File: src/rtl/sync_filter_bank.sv
// Multi-channel input conditioner: per-channel synchronizer chain, debounce filter,
// edge detector and sticky event flag, with an OR-reduced interrupt.

module sync_filter_lane #(
   parameter int stages        = 2,
   parameter int filter_cycles = 4,
   parameter int edge_mode     = 0
) (
   input  logic clock,
   input  logic reset_n,
   input  logic din_i,
   input  logic clear_i,
   output logic dout_o,
   output logic rise_o,
   output logic fall_o,
   output logic flag_o
);
   localparam int CW = $clog2(filter_cycles + 1);
   localparam logic [CW-1:0] CNT_LAST = CW'(filter_cycles - 1);

   logic [stages-1:0] sync_q;
   logic              sync;
   logic [CW-1:0]     cnt_q, cnt_d;
   logic              dout_q, dout_d;
   logic              rise_q, rise_d;
   logic              fall_q, fall_d;
   logic              flag_q, flag_d;
   logic              set_evt;

   assign sync = sync_q[stages-1];

   // Only a value that differs from dout for filter_cycles consecutive cycles
   // is accepted; any return to the current level restarts the count.
   always_comb begin
      cnt_d  = cnt_q;
      dout_d = dout_q;
      rise_d = 1'b0;
      fall_d = 1'b0;
      if (sync == dout_q) begin
         cnt_d = '0;
      end else if (cnt_q == CNT_LAST) begin
         cnt_d  = '0;
         dout_d = sync;
         rise_d = sync;
         fall_d = ~sync;
      end else begin
         cnt_d = cnt_q + CW'(1);
      end
   end

   // A new event beats a same-cycle clear so no edge is ever lost.
   always_comb begin
      set_evt = (rise_q && (edge_mode != 2)) || (fall_q && (edge_mode != 1));
      if (set_evt)      flag_d = 1'b1;
      else if (clear_i) flag_d = 1'b0;
      else              flag_d = flag_q;
   end

   always_ff @(posedge clock or negedge reset_n) begin
      if (!reset_n) begin
         sync_q <= '0;
         cnt_q  <= '0;
         dout_q <= 1'b0;
         rise_q <= 1'b0;
         fall_q <= 1'b0;
         flag_q <= 1'b0;
      end else begin
         sync_q <= {sync_q[stages-2:0], din_i};
         cnt_q  <= cnt_d;
         dout_q <= dout_d;
         rise_q <= rise_d;
         fall_q <= fall_d;
         flag_q <= flag_d;
      end
   end

   assign dout_o = dout_q;
   assign rise_o = rise_q;
   assign fall_o = fall_q;
   assign flag_o = flag_q;

   a_edge_excl : assert property (@(posedge clock) disable iff (!reset_n) !(rise_q && fall_q));
   a_cnt_bound : assert property (@(posedge clock) disable iff (!reset_n) cnt_q <= CNT_LAST);
endmodule

module sync_filter_bank #(
   parameter int channels      = 8,
   parameter int stages        = 2,
   parameter int filter_cycles = 4,
   parameter int edge_mode     = 0
) (
   input  logic                clock,
   input  logic                reset_n,
   input  logic [channels-1:0] din,
   input  logic [channels-1:0] clear,
   output logic [channels-1:0] dout,
   output logic [channels-1:0] rise,
   output logic [channels-1:0] fall,
   output logic [channels-1:0] event_flags,
   output logic                irq
);
   sync_filter_lane #(
      .stages        (stages),
      .filter_cycles (filter_cycles),
      .edge_mode     (edge_mode)
   ) u_lane [channels-1:0] (
      .clock   (clock),
      .reset_n (reset_n),
      .din_i   (din),
      .clear_i (clear),
      .dout_o  (dout),
      .rise_o  (rise),
      .fall_o  (fall),
      .flag_o  (event_flags)
   );

   assign irq = |event_flags;
endmodule

File: config.mk
export PLATFORM = sky130hd
export DESIGN_NAME = sync_filter_bank
export DESIGN_NICKNAME = d
export VERILOG_FILES = /design/src/rtl/sync_filter_bank.sv
export SDC_FILE = /design/constraint.sdc
export NUM_CORES = 1
export LEC_CHECK = 0
export ABC_CLOCK_PERIOD_IN_PS = 1200
export CAP_MARGIN = 20
export CORE_MARGIN = 1
export CORE_UTILIZATION = 47
export CTS_CLUSTER_DIAMETER = 50
export DETAILED_ROUTE_END_ITERATION = 8
export GPL_TIMING_DRIVEN = 0
export PLACE_DENSITY = 0.83
export SKIP_LAST_GASP = 1
export SLEW_MARGIN = 20
export SYNTH_ARGS = -nofsm -noshare
export SYNTH_HDL_FRONTEND = slang
export SYNTH_SLANG_ARGS = --single-unit
File: constraint.sdc
create_clock -name clock -period 1.2 [get_ports clock]
set_clock_uncertainty 0.15 [all_clocks]
set_input_delay 0.24 -clock clock [delete_from_list [all_inputs] [get_ports clock]]
set_output_delay 0.24 -clock clock [all_outputs]
set_load 0.01 [all_outputs]
* Word level (Yosys, flattened, before mapping)
Index checks and enable logic that the tools add are counted.
** Storage, ports and cells
- Logic and storage cells :: 177
- Bits in registers :: 72
- Input port bits :: 18
- Output and inout port bits :: 33
** Cells by class
- Bitwise operators :: 16
- Reduce and logical (&&, ||, !) cells :: 25
- Eq/ne operators :: 16
- Multiplexer cells :: 64
- Add/sub/neg operators :: 8
** Operators with widths (count)
- 1-bit 2-to-1 mux :: 48
- 3-bit 2-to-1 mux :: 16
- 3-bit by 1-bit adder with 3-bit output, second input constant :: 8
- 3-bit by 2-bit == test with 1-bit output, second input constant :: 8
- 1-bit inverter :: 16
- 2-bit AND reduction :: 8
- 2-bit nonzero test :: 8
- 1-bit == test :: 8
- 1-bit logical OR :: 8
- 8-bit OR reduction :: 1

* Logic depth before layout (Yosys ltp)
Gate-level depths: netlist (run 1).
- Depth after elaboration :: 3
- Depth in mapped cells :: 3
- Gate-level depth less buffers :: 3

* Modules after synthesis
From an unflattened synthesis (run 1), not the netlist that was laid out.
** Unflattened totals
- Cell total of the unflattened synthesis :: 171
- Area total of the unflattened synthesis :: 2598.7 um^2
** By module, submodules not included
- sync_filter_lane :: seq. area each 225.2 um^2, times used 8, cells each 21, area each 322.8 um^2
- sync_filter_bank :: seq. area each 0.0 um^2, times used 1, cells each 3, area each 16.3 um^2

* Worst setup path after synthesis (run 1)
OpenSTA, ideal clock, no wires.
- Kind :: register -> register
- Start :: register u_lane[1].cnt_q[0]
- End :: register u_lane[1].dout_q
- Library setup time :: 125 ps
- Path slack :: -66 ps
- Cell stages (with the launch flop) :: 4
- Arrival time :: 991 ps
- Data required time :: 925 ps
- Clock period less this slack :: 1266 ps
- Path buffers :: 0
- Cells stage by stage :: dfrtp_1 > ha_1 > nand2b_4 > mux2_2
** Between the ends
- Longest elaborated chain between the ends :: 2
** Ends and longest elaborated chain
- from (decl) :: RTL line 23 : logic [CW-1:0] cnt_q, cnt_d;
- from (signal assigned) :: RTL line 69 : cnt_q <= cnt_d;
- 3-bit by 2-bit == test with 1-bit output :: RTL line 41 : end else if (cnt_q == CNT_LAST) begin
- 2-bit AND reduction (no source line)
- to (signal assigned) :: RTL line 70 : dout_q <= dout_d;
- to (decl) :: RTL line 24 : logic dout_q, dout_d;
No other way between the ends.
A chain may end at the register's enable or synchronous reset.

* Worst setup path in the final report (run 1)
- Start :: register u_lane[4].flag_q
- End :: output irq
** Between the ends
- Longest elaborated chain between the ends :: 1
** Ends and longest elaborated chain
- from (decl) :: RTL line 27 : logic flag_q, flag_d;
- from (signal assigned) :: RTL line 73 : flag_q <= flag_d;
- 8-bit OR reduction :: RTL line 117 : assign irq = |event_flags;
- to (decl) :: RTL line 100 : output logic irq
No other way between the ends.

==> results of run 1 <==
-- state kept, by name, indices dropped and copies added (netlist names) --
register       count
u_lane.flag_o      8
u_lane.rise_o      8
u_lane.dout_o      8
u_lane.cnt_q      24
u_lane.sync_q     16
u_lane.fall_o      8
-- placed cells by master (no fill, tap or decap), types with 2 or more instances in the layout --
cell type,n
xnor2_2,2
mux2_4,8
clkinv_2,4
nor3b_2,13
buf_4,35
buf_6,56
nor2b_1,2
nand2b_4,7
nor4_2,2
clkbuf_8,11
nor3b_1,16
xnor2_4,6
ha_4,7
inv_1,8
and3b_1,8
o21ai_0,8
nor2_1,8
dfrtp_1,72
clkdlybuf4s50_1,16
-- cells in the mapped netlist --
cell type | instances | share of area (%)
mux2_1 | 3 | 1.2
nor2b_1 | 2 | 0.44
nor3b_2 | 1 | 0.44
o21ai_0 | 8 | 1.4
xnor2_1 | 8 | 2.5
nor4_1 | 2 | 0.44
nand2_1 | 1 | 0.13
inv_1 | 8 | 1.1
ha_1 | 8 | 3.5
dfrtp_1 | 72 | 63
nor3b_1 | 28 | 7.4
and3b_1 | 8 | 2.5
nor3_1 | 1 | 0.18
buf_4 | 32 | 8.5
nand2b_4 | 7 | 3.4
nor2_1 | 8 | 1.1
mux2_2 | 5 | 2.0
nor2b_4 | 1 | 0.48
-- through the flow --
step	worst slack, ps	utilization, %	power, mW	hold WS, ps
floorplan	-28.9	-	4.69	-206
global placement	-2570	61.2	5.49	184
detailed placement	-439	61.6	5.60	-33.6
CTS	-453	69.5	8.01	141
global route	-565	75.4	9.25	174
finish	-467	75.4	8.73	156
-- metal layers --
layer / part of all wire (%) / vias up
met3: 3.1 / 6
met4: 1.2 / 0
met1: 40 / 875
met2: 56 / 42
li1: - / 829
met5: 0 / -
-- worst paths after layout --
kind                            slack, ps  depth (start not counted)                  end
worst max-delay path                 -470                          3                  irq
worst min-delay path                  160                          2   u_lane[2].cnt_q[0]
worst max register to register        -90                          3     u_lane[7].dout_o
worst min register to register        200                          0  u_lane[6].sync_q[1]
max in group asynchronous             220                          3     u_lane[4].dout_o
min in group clock                    190                          1  u_lane[4].sync_q[0]
-- layout make-up --
type | count | area (um^2) | area share, %
sequential | 72 | 1800 | 42.1
inverter | 8 | 30.0 | 0.701
clock buffer | 11 | 151 | 3.54
buffer | 8 | 90.1 | 2.10
multi-input combinational | 91 | 1090 | 25.5
tap | 72 | 90.1 | 2.10
timing repair buffer | 102 | 1010 | 23.5
clock inverter | 4 | 20.0 | 0.468
-- logic make-up (layout without fill, tap and decap cells) --
logic type / Yosys count / in the layout / synth area share, %
compound gates: 8 / 8 / 1.41
xor+xnor: 8 / 8 / 2.47
fa+ha+maj: 8 / 8 / 3.53
buf+inv: 40 / 133 / 9.52
flops: 72 / 72 / 63.5
mux: 8 / 8 / 3.17
simple gates: 59 / 59 / 16.4
-- power groups by stage --
stage	registers, mW	clock network (mW)	logic (mW)
final	3.33	1.65	3.75
after global placement	3.31	0	2.18
after global routing	3.37	1.80	4.08
after CTS	3.27	1.71	3.02
after detailed placement	3.34	0	2.26
after floorplan	3.23	0	1.46
-- repair_timing --
action	in CTS	in global routing
setup buffers	37	17
endpoints found under the hold margin	72	0
pin swaps	8	15
hold buffers	1	0
setup endpoints to repair	41	73
gates resized for setup	183	46
-- critical path, cell delays in order (launching register included) --
cell and delay [ps]:
dfrtp_1 420, nor4_2 310, nand2_1 80, buf_2 150
==> flow_summary.json, run 1 <==
{
  "synth.yosys.seq_area_share_pct": 63.5,
  "layout.cell_area.non_filler_mm2": 0.00428,
  "vias_per_cell": 4.76,
  "postSynthAreaPerCell_um2": 14.0,
  "dieHeight_um": 79.7,
  "worst-endpoint-arrival_ps": 1280,
  "outcome": "finished, violations left",
  "grt_antenna_before_repair": 0,
  "dp_hpwl_um": 3020,
  "grt.met2_usage_pct": 29.3,
  "synth.cell_area_mm2": 0.00284,
  "number_of_i_o_pins": 51,
  "clk_pin_slew_ps": 70,
  "crit_path_end_kind": "primary output",
  "clockRootBuffer": "clkbuf_8",
  "seq_power_share_pct": 38.1,
  "synth.lib_cells_used.distinct": 18,
  "cts_tree": "done",
  "cp-start-kind": "register",
  "clock_power_share_pct": 18.9,
  "final_period_minus_worst_setup_slack_ps": 1670,
  "cts-buffers-inserted": 9,
  "layer_with_the_highest_usage": "met2",
  "routed_wl_um": 5360,
  "grt_pass1_vias": 1779,
  "core-area_mm2": 0.00568,
  "die-area_mm2": 0.00636,
  "crit_required_ps": 810,
  "hold_path_class": "in2async",
  "cts-htree-levels": 3,
  "post_route_cells_drive_above_1_share_pct": 52.7,
  "power-per-cell-area_mw_per_mm2": 2040,
  "dp_cells": 326,
  "post_route_worst_setup_slack_ps": -467,
  "global_route.usage.met3_pct": 3.89,
  "timing.final.crit_share_pct": 139,
  "report.final.slew_viol_count": 0,
  "place_congestion": 0.683,
  "overall_overflow_remaining_after_global_route": 0,
  "static_leak_nw": 2.02,
  "route.antenna.remaining_nets": 0,
  "clock_sink_count": 72,
  "violations": "setup timing",
  "synthesis.nets": 229,
  "timing.critical_path.from": "u_lane[4].flag_o",
  "synth_seq_cells": 72,
  "type_of_the_worst_setup_path": "reg2out",
  "filler_cell_count": 358,
  "crit_fanout": 3,
  "flow.area_growth_from_synthesis_pct": 50.8,
  "share_comb_of_total_power_pct": 42.9,
  "grt.total_usage_pct": 17.3,
  "synth.yosys.warnings": 0,
  "post_drt_wl_per_cell_um": 14.6,
  "drc": 0,
  "achievable-frequency_mhz": 600,
  "timing_hold_violations_final": 0,
  "max-vdd-ir-drop_uv": 1300,
  "internal_power_mw": 6.17,
  "power.switching_mw": 2.56,
  "dieWidth_um": 79.7,
  "worst_r2r_startpoint": "u_lane[7].cnt_q[0]",
  "detail_route.iter0.violations": 88,
  "syn_inst": 203,
  "num_vias": 1752,
  "rsz0062_at_grt": "true",
  "cts-root-to-sink-buffers": 2,
  "dpl_cell_area_mm2": 0.00350,
  "grt_start_max_net_pins": 59,
  "maxCapViolations": 0,
  "sw_share_pct": 29.4,
  "start_util_pct": 50.0,
  "clkLatencyLatePin_ps": 330,
  "slew_of_the_pin_with_the_lowest_slew_margin_ps": 296,
  "placement_rows": 27,
  "number_of_antenna_repair_diodes": 0,
  "grt_use_met1_pct": 20.1,
  "drtPass1Iterations": 4,
  "final_instance_count_without_filler_cells": 368,
  "setup_viol": 44,
  "grt_pass1_wl_um": 8090,
  "io_buffers": 50,
  "num-nets-final": 318,
  "slew-limit-headroom_pct": 80.3,
  "final.setup.tns_ps": -4210
}
(Power assumes the default switching activity.)
==> inputs of run 2 (changes only) <==
--- a/config.mk
+++ b/config.mk
@@ -8,11 +8,11 @@
 export ABC_CLOCK_PERIOD_IN_PS = 1200
 export CAP_MARGIN = 20
 export CORE_MARGIN = 1
-export CORE_UTILIZATION = 47
+export CORE_UTILIZATION = 45
 export CTS_CLUSTER_DIAMETER = 50
 export DETAILED_ROUTE_END_ITERATION = 8
 export GPL_TIMING_DRIVEN = 0
-export PLACE_DENSITY = 0.83
+export PLACE_DENSITY = 0.81
 export SKIP_LAST_GASP = 1
 export SLEW_MARGIN = 20
 export SYNTH_ARGS = -nofsm -noshare
==> flow_summary.json, run 2 (synthesis results as in run 1) <==
{
  "largest-register": "u_lane.cnt_q",
  "detail_route.wirelength.met1_um": 2210,
  "outcome": "finished, violations left",
  "cts_tree": "done",
  "power.switching_mw": 2.62,
  "routed_wl_um": 5370,
  "grt_antenna_before_repair": 0,
  "rr_endpoint": "u_lane[7].dout_o",
  "clk_pin_slew_ps": 80,
  "vias_per_cell": 4.77,
  "largest_regs": "u_lane.cnt_q: 24 flops, u_lane.sync_q: 16 flops",
  "share_comb_of_total_power_pct": 40.8,
  "drc": 0,
  "maxCapViolations": 0,
  "num-nets-final": 317,
  "grt_pass1_wl_um": 8060,
  "worst_hold_end": "u_lane[2].sync_q[0]",
  "type_of_the_worst_setup_path": "reg2out",
  "route.antenna.remaining_nets": 0,
  "mostFrequentLayoutCells": "72 x dfrtp_1, 48 x buf_6, 40 x buf_4, 18 x nor3b_2, 16 x clkdlybuf4s50_1",
  "worst-endpoint-arrival_ps": 1310,
  "grt_start_max_net_pins": 50,
  "dieWidth_um": 81.4,
  "grt.total_usage_pct": 17.0,
  "fin_worst_hold_slack_ps": 174,
  "slew_of_the_pin_with_the_lowest_slew_margin_ps": 326,
  "internal_power_mw": 6.43,
  "flow.area_growth_from_synthesis_pct": 51.7,
  "seq_power_share_pct": 36.7,
  "core-area_mm2": 0.00599,
  "final.setup.tns_ps": -4540,
  "filler_cell_count": 368,
  "cts-htree-levels": 3,
  "post_drt_wl_per_cell_um": 14.5,
  "max-vdd-ir-drop_uv": 1210,
  "wl_met3_um": 206,
  "cts-buffers-inserted": 9,
  "post_route_cells_drive_above_1_share_pct": 53.4,
  "clkLatencyLatePin_ps": 340,
  "io_buffers": 50,
  "worst_r2r_startpoint": "u_lane[7].cnt_q[0]",
  "ff_latch_area_mm2": 0.00180,
  "clock_power_share_pct": 22.6,
  "overall_overflow_remaining_after_global_route": 0,
  "crit_fanout": 2,
  "dieHeight_um": 81.4,
  "start_util_pct": 47.4,
  "met2_wirelength_um": 2890,
  "top_layer": "met4",
  "place_congestion": 0.698,
  "placement_rows": 28,
  "rsz0062_at_grt": "true",
  "worst-r2r-cell-count": 3,
  "post_route_worst_setup_slack_ps": -499,
  "reg2reg_setup_slack_ps": -100,
  "drtPass1Iterations": 4,
  "num_vias": 1771,
  "final_common_cell": "dfrtp_1",
  "cp-start-kind": "register",
  "clock_sink_count": 72,
  "number_of_antenna_repair_diodes": 0,
  "achievable-frequency_mhz": 589,
  "final_period_minus_worst_setup_slack_ps": 1700,
  "timing_hold_violations_final": 0,
  "report.final.slew_viol_count": 0,
  "dp_hpwl_um": 3040,
  "cell_depth_of_the_worst_min_delay_path": 1,
  "timing.hold.worst.start": "din[2]",
  "die-area_mm2": 0.00663,
  "crit_path_end_kind": "primary output",
  "setup_viol": 44,
  "largest_register_ff_count": 24,
  "detail_route.iter0.violations": 61,
  "sw_share_pct": 29.0,
  "number_of_i_o_pins": 51,
  "timing.final.crit_share_pct": 142,
  "slew-limit-headroom_pct": 78.3,
  "crit_required_ps": 810,
  "cts-root-to-sink-buffers": 2,
  "hold_path_class": "in2reg",
  "total_area_of_multi_input_combinational_cells_mm2": 0.00111,
  "grt_pass1_vias": 1809,
  "static_leak_nw": 2.02,
  "power-per-cell-area_mw_per_mm2": 2100,
  "violations": "setup timing",
  "clockRootBuffer": "clkbuf_8"
}
[run 2: layout make-up]
cell class	count	area share [%]
clock inverter	6	1.95
clock buffer	10	2.96
sequential	72	41.8
multi-input combinational	91	25.8
timing repair buffer	100	22.4
inverter	8	0.697
tap	75	2.18
buffer	9	2.18
[run 2: what timing repair did]
action / in CTS / in global routing
setup buffers: 39 / 17
pin swaps: 9 / 12
endpoints found under the hold margin: 72 / 0
resized for setup: 185 / 39
setup endpoints to repair: 42 / 76
hold buffers: 1 / 0
[run 2: layer usage]
metal  vias up  global-route usage (%)
li1        825                       -
met1       906                    20.3
met2        33                    28.3
met3         7                    4.67
met4         0                    8.04
met5         -                       0
[run 2: worst max path at each step]
stage	start	end	slack [ps]	cells past startpoint
2_1_floorplan	u_lane[7].cnt_q[0]	u_lane[7].dout_o	-30	3
3_5_place_dp	u_lane[5].flag_o	irq	-530	3
5_1_grt	u_lane[6].flag_o	irq	-580	3
3_3_place_gp	reset_n	u_lane[2].sync_q[0]	-2580	1
6_report	u_lane[2].flag_o	irq	-500	4
4_1_cts	u_lane[6].flag_o	irq	-520	3
[run 2: worst max-delay path, cell delays in order, from the launching register on]
cell     delay (ps)
dfrtp_1         400
buf_4           150
nor4_1          180
nand2_1          90
buf_2           150
[run 2: power groups by stage]
stage          Clock (mW)  Sequential, mW  Combinational [mW]
4_1_cts              2.06            3.27                3.10
5_1_grt              2.16            3.37                3.98
3_5_place_dp            0            3.34                2.28
6_report             2.04            3.32                3.69
3_3_place_gp            0            3.31                2.18
2_1_floorplan           0            3.23                1.46
[run 2: through the flow]
step	instance area [um^2]	cells	util [%]	setup slack [ps]	total power, mW
after CTS	4020	363	67.1	-518	8.44
after global routing	4310	371	71.9	-579	9.51
after floorplan	2880	203	-	-28.9	4.69
after detailed placement	3500	329	58.4	-526	5.62
after global placement	3480	328	58.0	-2580	5.49
final	4310	371	71.9	-499	9.05
==> inputs of run 3 (changes only) <==
--- a/config.mk
+++ b/config.mk
@@ -13,6 +13,7 @@
 export DETAILED_ROUTE_END_ITERATION = 8
 export GPL_TIMING_DRIVEN = 0
 export PLACE_DENSITY = 0.81
+export SETUP_SLACK_MARGIN = 0.4
 export SKIP_LAST_GASP = 1
 export SLEW_MARGIN = 20
 export SYNTH_ARGS = -nofsm -noshare
==> flow_summary.json, run 3 (synthesis results as in run 1) <==
{
  "outcome": "finished, violations left",
  "violations": "hold timing, setup timing",
  "cts_tree": "done",
  "number_of_antenna_repair_diodes": 0,
  "worst-r2r-cell-count": 4,
  "grt_pass1_vias": 1929,
  "rsz0062_at_grt": "true",
  "drtPass1Iterations": 4,
  "type_of_the_worst_setup_path": "reg2out",
  "mostFrequentLayoutCells": "105 x buf_6, 64 x dfrtp_1, 27 x nor3b_2, 18 x buf_4, 16 x clkdlybuf4s50_1",
  "grt.total_usage_pct": 18.8,
  "dp_cells": 329,
  "clkLatencyLatePin_ps": 340,
  "final_instance_count_without_filler_cells": 405,
  "flow.area_growth_from_synthesis_pct": 73.2,
  "grt_pass1_wl_um": 8990,
  "maxCapViolations": 0,
  "timing.critical_path.from": "u_lane[6].flag_o",
  "slew-limit-headroom_pct": 79.2,
  "top_layer": "met4",
  "filler_cell_count": 313,
  "overall_overflow_remaining_after_global_route": 0,
  "post_route_worst_setup_slack_ps": -492,
  "report.final.slew_viol_count": 0,
  "wl_met3_um": 221,
  "met2_wirelength_um": 3130,
  "crit_required_ps": 810,
  "hold_path_class": "in2async",
  "clk_pin_slew_ps": 70,
  "core-area_mm2": 0.00599,
  "post_route_cells_drive_above_1_share_pct": 67.3,
  "setup_viol": 48,
  "slew_of_the_pin_with_the_lowest_slew_margin_ps": 312,
  "final_common_cell": "buf_6",
  "detail_route.iter0.violations": 53,
  "placement_rows": 28,
  "crit_path_end_kind": "primary output",
  "vias_per_cell": 4.66,
  "largest_register_ff_count": 24,
  "power-per-cell-area_mw_per_mm2": 2070,
  "total_area_of_multi_input_combinational_cells_mm2": 0.00123,
  "post_drt_wl_per_cell_um": 14.4,
  "worst-endpoint-arrival_ps": 1300,
  "ff_latch_area_mm2": 0.00181,
  "drc": 0,
  "route.antenna.remaining_nets": 0,
  "start_util_pct": 47.4,
  "cts-buffers-inserted": 9,
  "largest-register": "u_lane.cnt_q",
  "cts-root-to-sink-buffers": 2,
  "num_vias": 1888,
  "cp-start-kind": "register",
  "grt_start_max_net_pins": 61,
  "io_buffers": 50,
  "place_congestion": 0.658,
  "fin_worst_hold_slack_ps": -412,
  "worst_r2r_startpoint": "u_lane[2].dout_o",
  "grt_antenna_before_repair": 0,
  "crit_fanout": 2,
  "final_period_minus_worst_setup_slack_ps": 1690,
  "largest_regs": "u_lane.cnt_q: 24 flops, u_lane.sync_q: 16 flops",
  "timing.final.crit_share_pct": 141,
  "timing_hold_violations_final": 72,
  "die-area_mm2": 0.00663,
  "detail_route.wirelength.met1_um": 2380,
  "clockRootBuffer": "clkbuf_8",
  "dieHeight_um": 81.4,
  "max-vdd-ir-drop_uv": 1470,
  "static_leak_nw": 2.29,
  "achievable-frequency_mhz": 591,
  "dp_worst_setup_slack_ps": -597,
  "number_of_i_o_pins": 51,
  "dp_hpwl_um": 3140,
  "clock_sink_count": 72,
  "dieWidth_um": 81.4,
  "num-nets-final": 351,
  "routed_wl_um": 5820,
  "cts-htree-levels": 3
}
[run 3: cell count changes in the layout (fill, tap and decap cells not counted), moves of 9 or more]
cell     change
buf_6       +57
buf_4       -22
nor3b_1     -11
nor3b_2      +9
[run 3: final timing paths]
check / to / slack [ps]
worst max-delay path: irq / -490
worst min-delay path: u_lane[5].cnt_q[2] / -410
worst max register to register: u_lane[2].cnt_q[1] / -120
worst min register to register: u_lane[5].sync_q[1] / 200
max in group asynchronous: u_lane[2].dout_o / 760
min in group clock: u_lane[0].sync_q[0] / 180
[run 3: through the flow]
stage	area, um^2	total power [mW]	TNS, ps	utilization (%)
3_5_place_dp	3830	6.15	-7150	64.0
6_report	4920	10.2	-7430	82.1
4_1_cts	4710	9.70	-7320	78.7
3_3_place_gp	3810	6.02	-194020	63.6
5_1_grt	4920	10.7	-9430	82.1
2_1_floorplan	3210	5.19	-74.4	-
[run 3: what timing repair did]
item | 4_1_cts | 5_1_grt
endpoints found under the hold margin | 72 | 72
resized for setup | 220 | 34
endpoints found under the setup margin | 89 | 89
setup buffers | 49 | 11
pin swaps | 26 | 25
[run 3: final cells by class]
type / instances / area share [%]
Sequential cell: 72 / 36.9
Multi-Input combinational cell: 91 / 25.1
Timing Repair Buffer: 111 / 23.7
Buffer: 32 / 7.33
Clock buffer: 10 / 2.80
Tap cell: 75 / 1.91
Clock inverter: 6 / 1.68
Inverter: 8 / 0.611
[run 3: worst max-delay path: stages (launching register included)]
cell and delay, ps:
dfrtp_1 420, nor4_4 330, nand2_1 70, buf_2 150
[run 3: per-layer routing]
metal | global-route usage (%) | vias up
met5 | 0 | -
met3 | 4.00 | 9
met1 | 23.2 | 941
met4 | 8.57 | 0
li1 | - | 892
met2 | 31.5 | 46
[run 3: report_power, final]
part / switching [mW] / leakage, nW / internal [mW] / total [mW]
sequential: 0.450 / 0.924 / 2.93 / 3.38
combinational: 1.60 / 1.26 / 3.11 / 4.71
clock: 0.882 / 0.112 / 1.22 / 2.10
total: 2.93 / 2.29 / 7.26 / 10.2
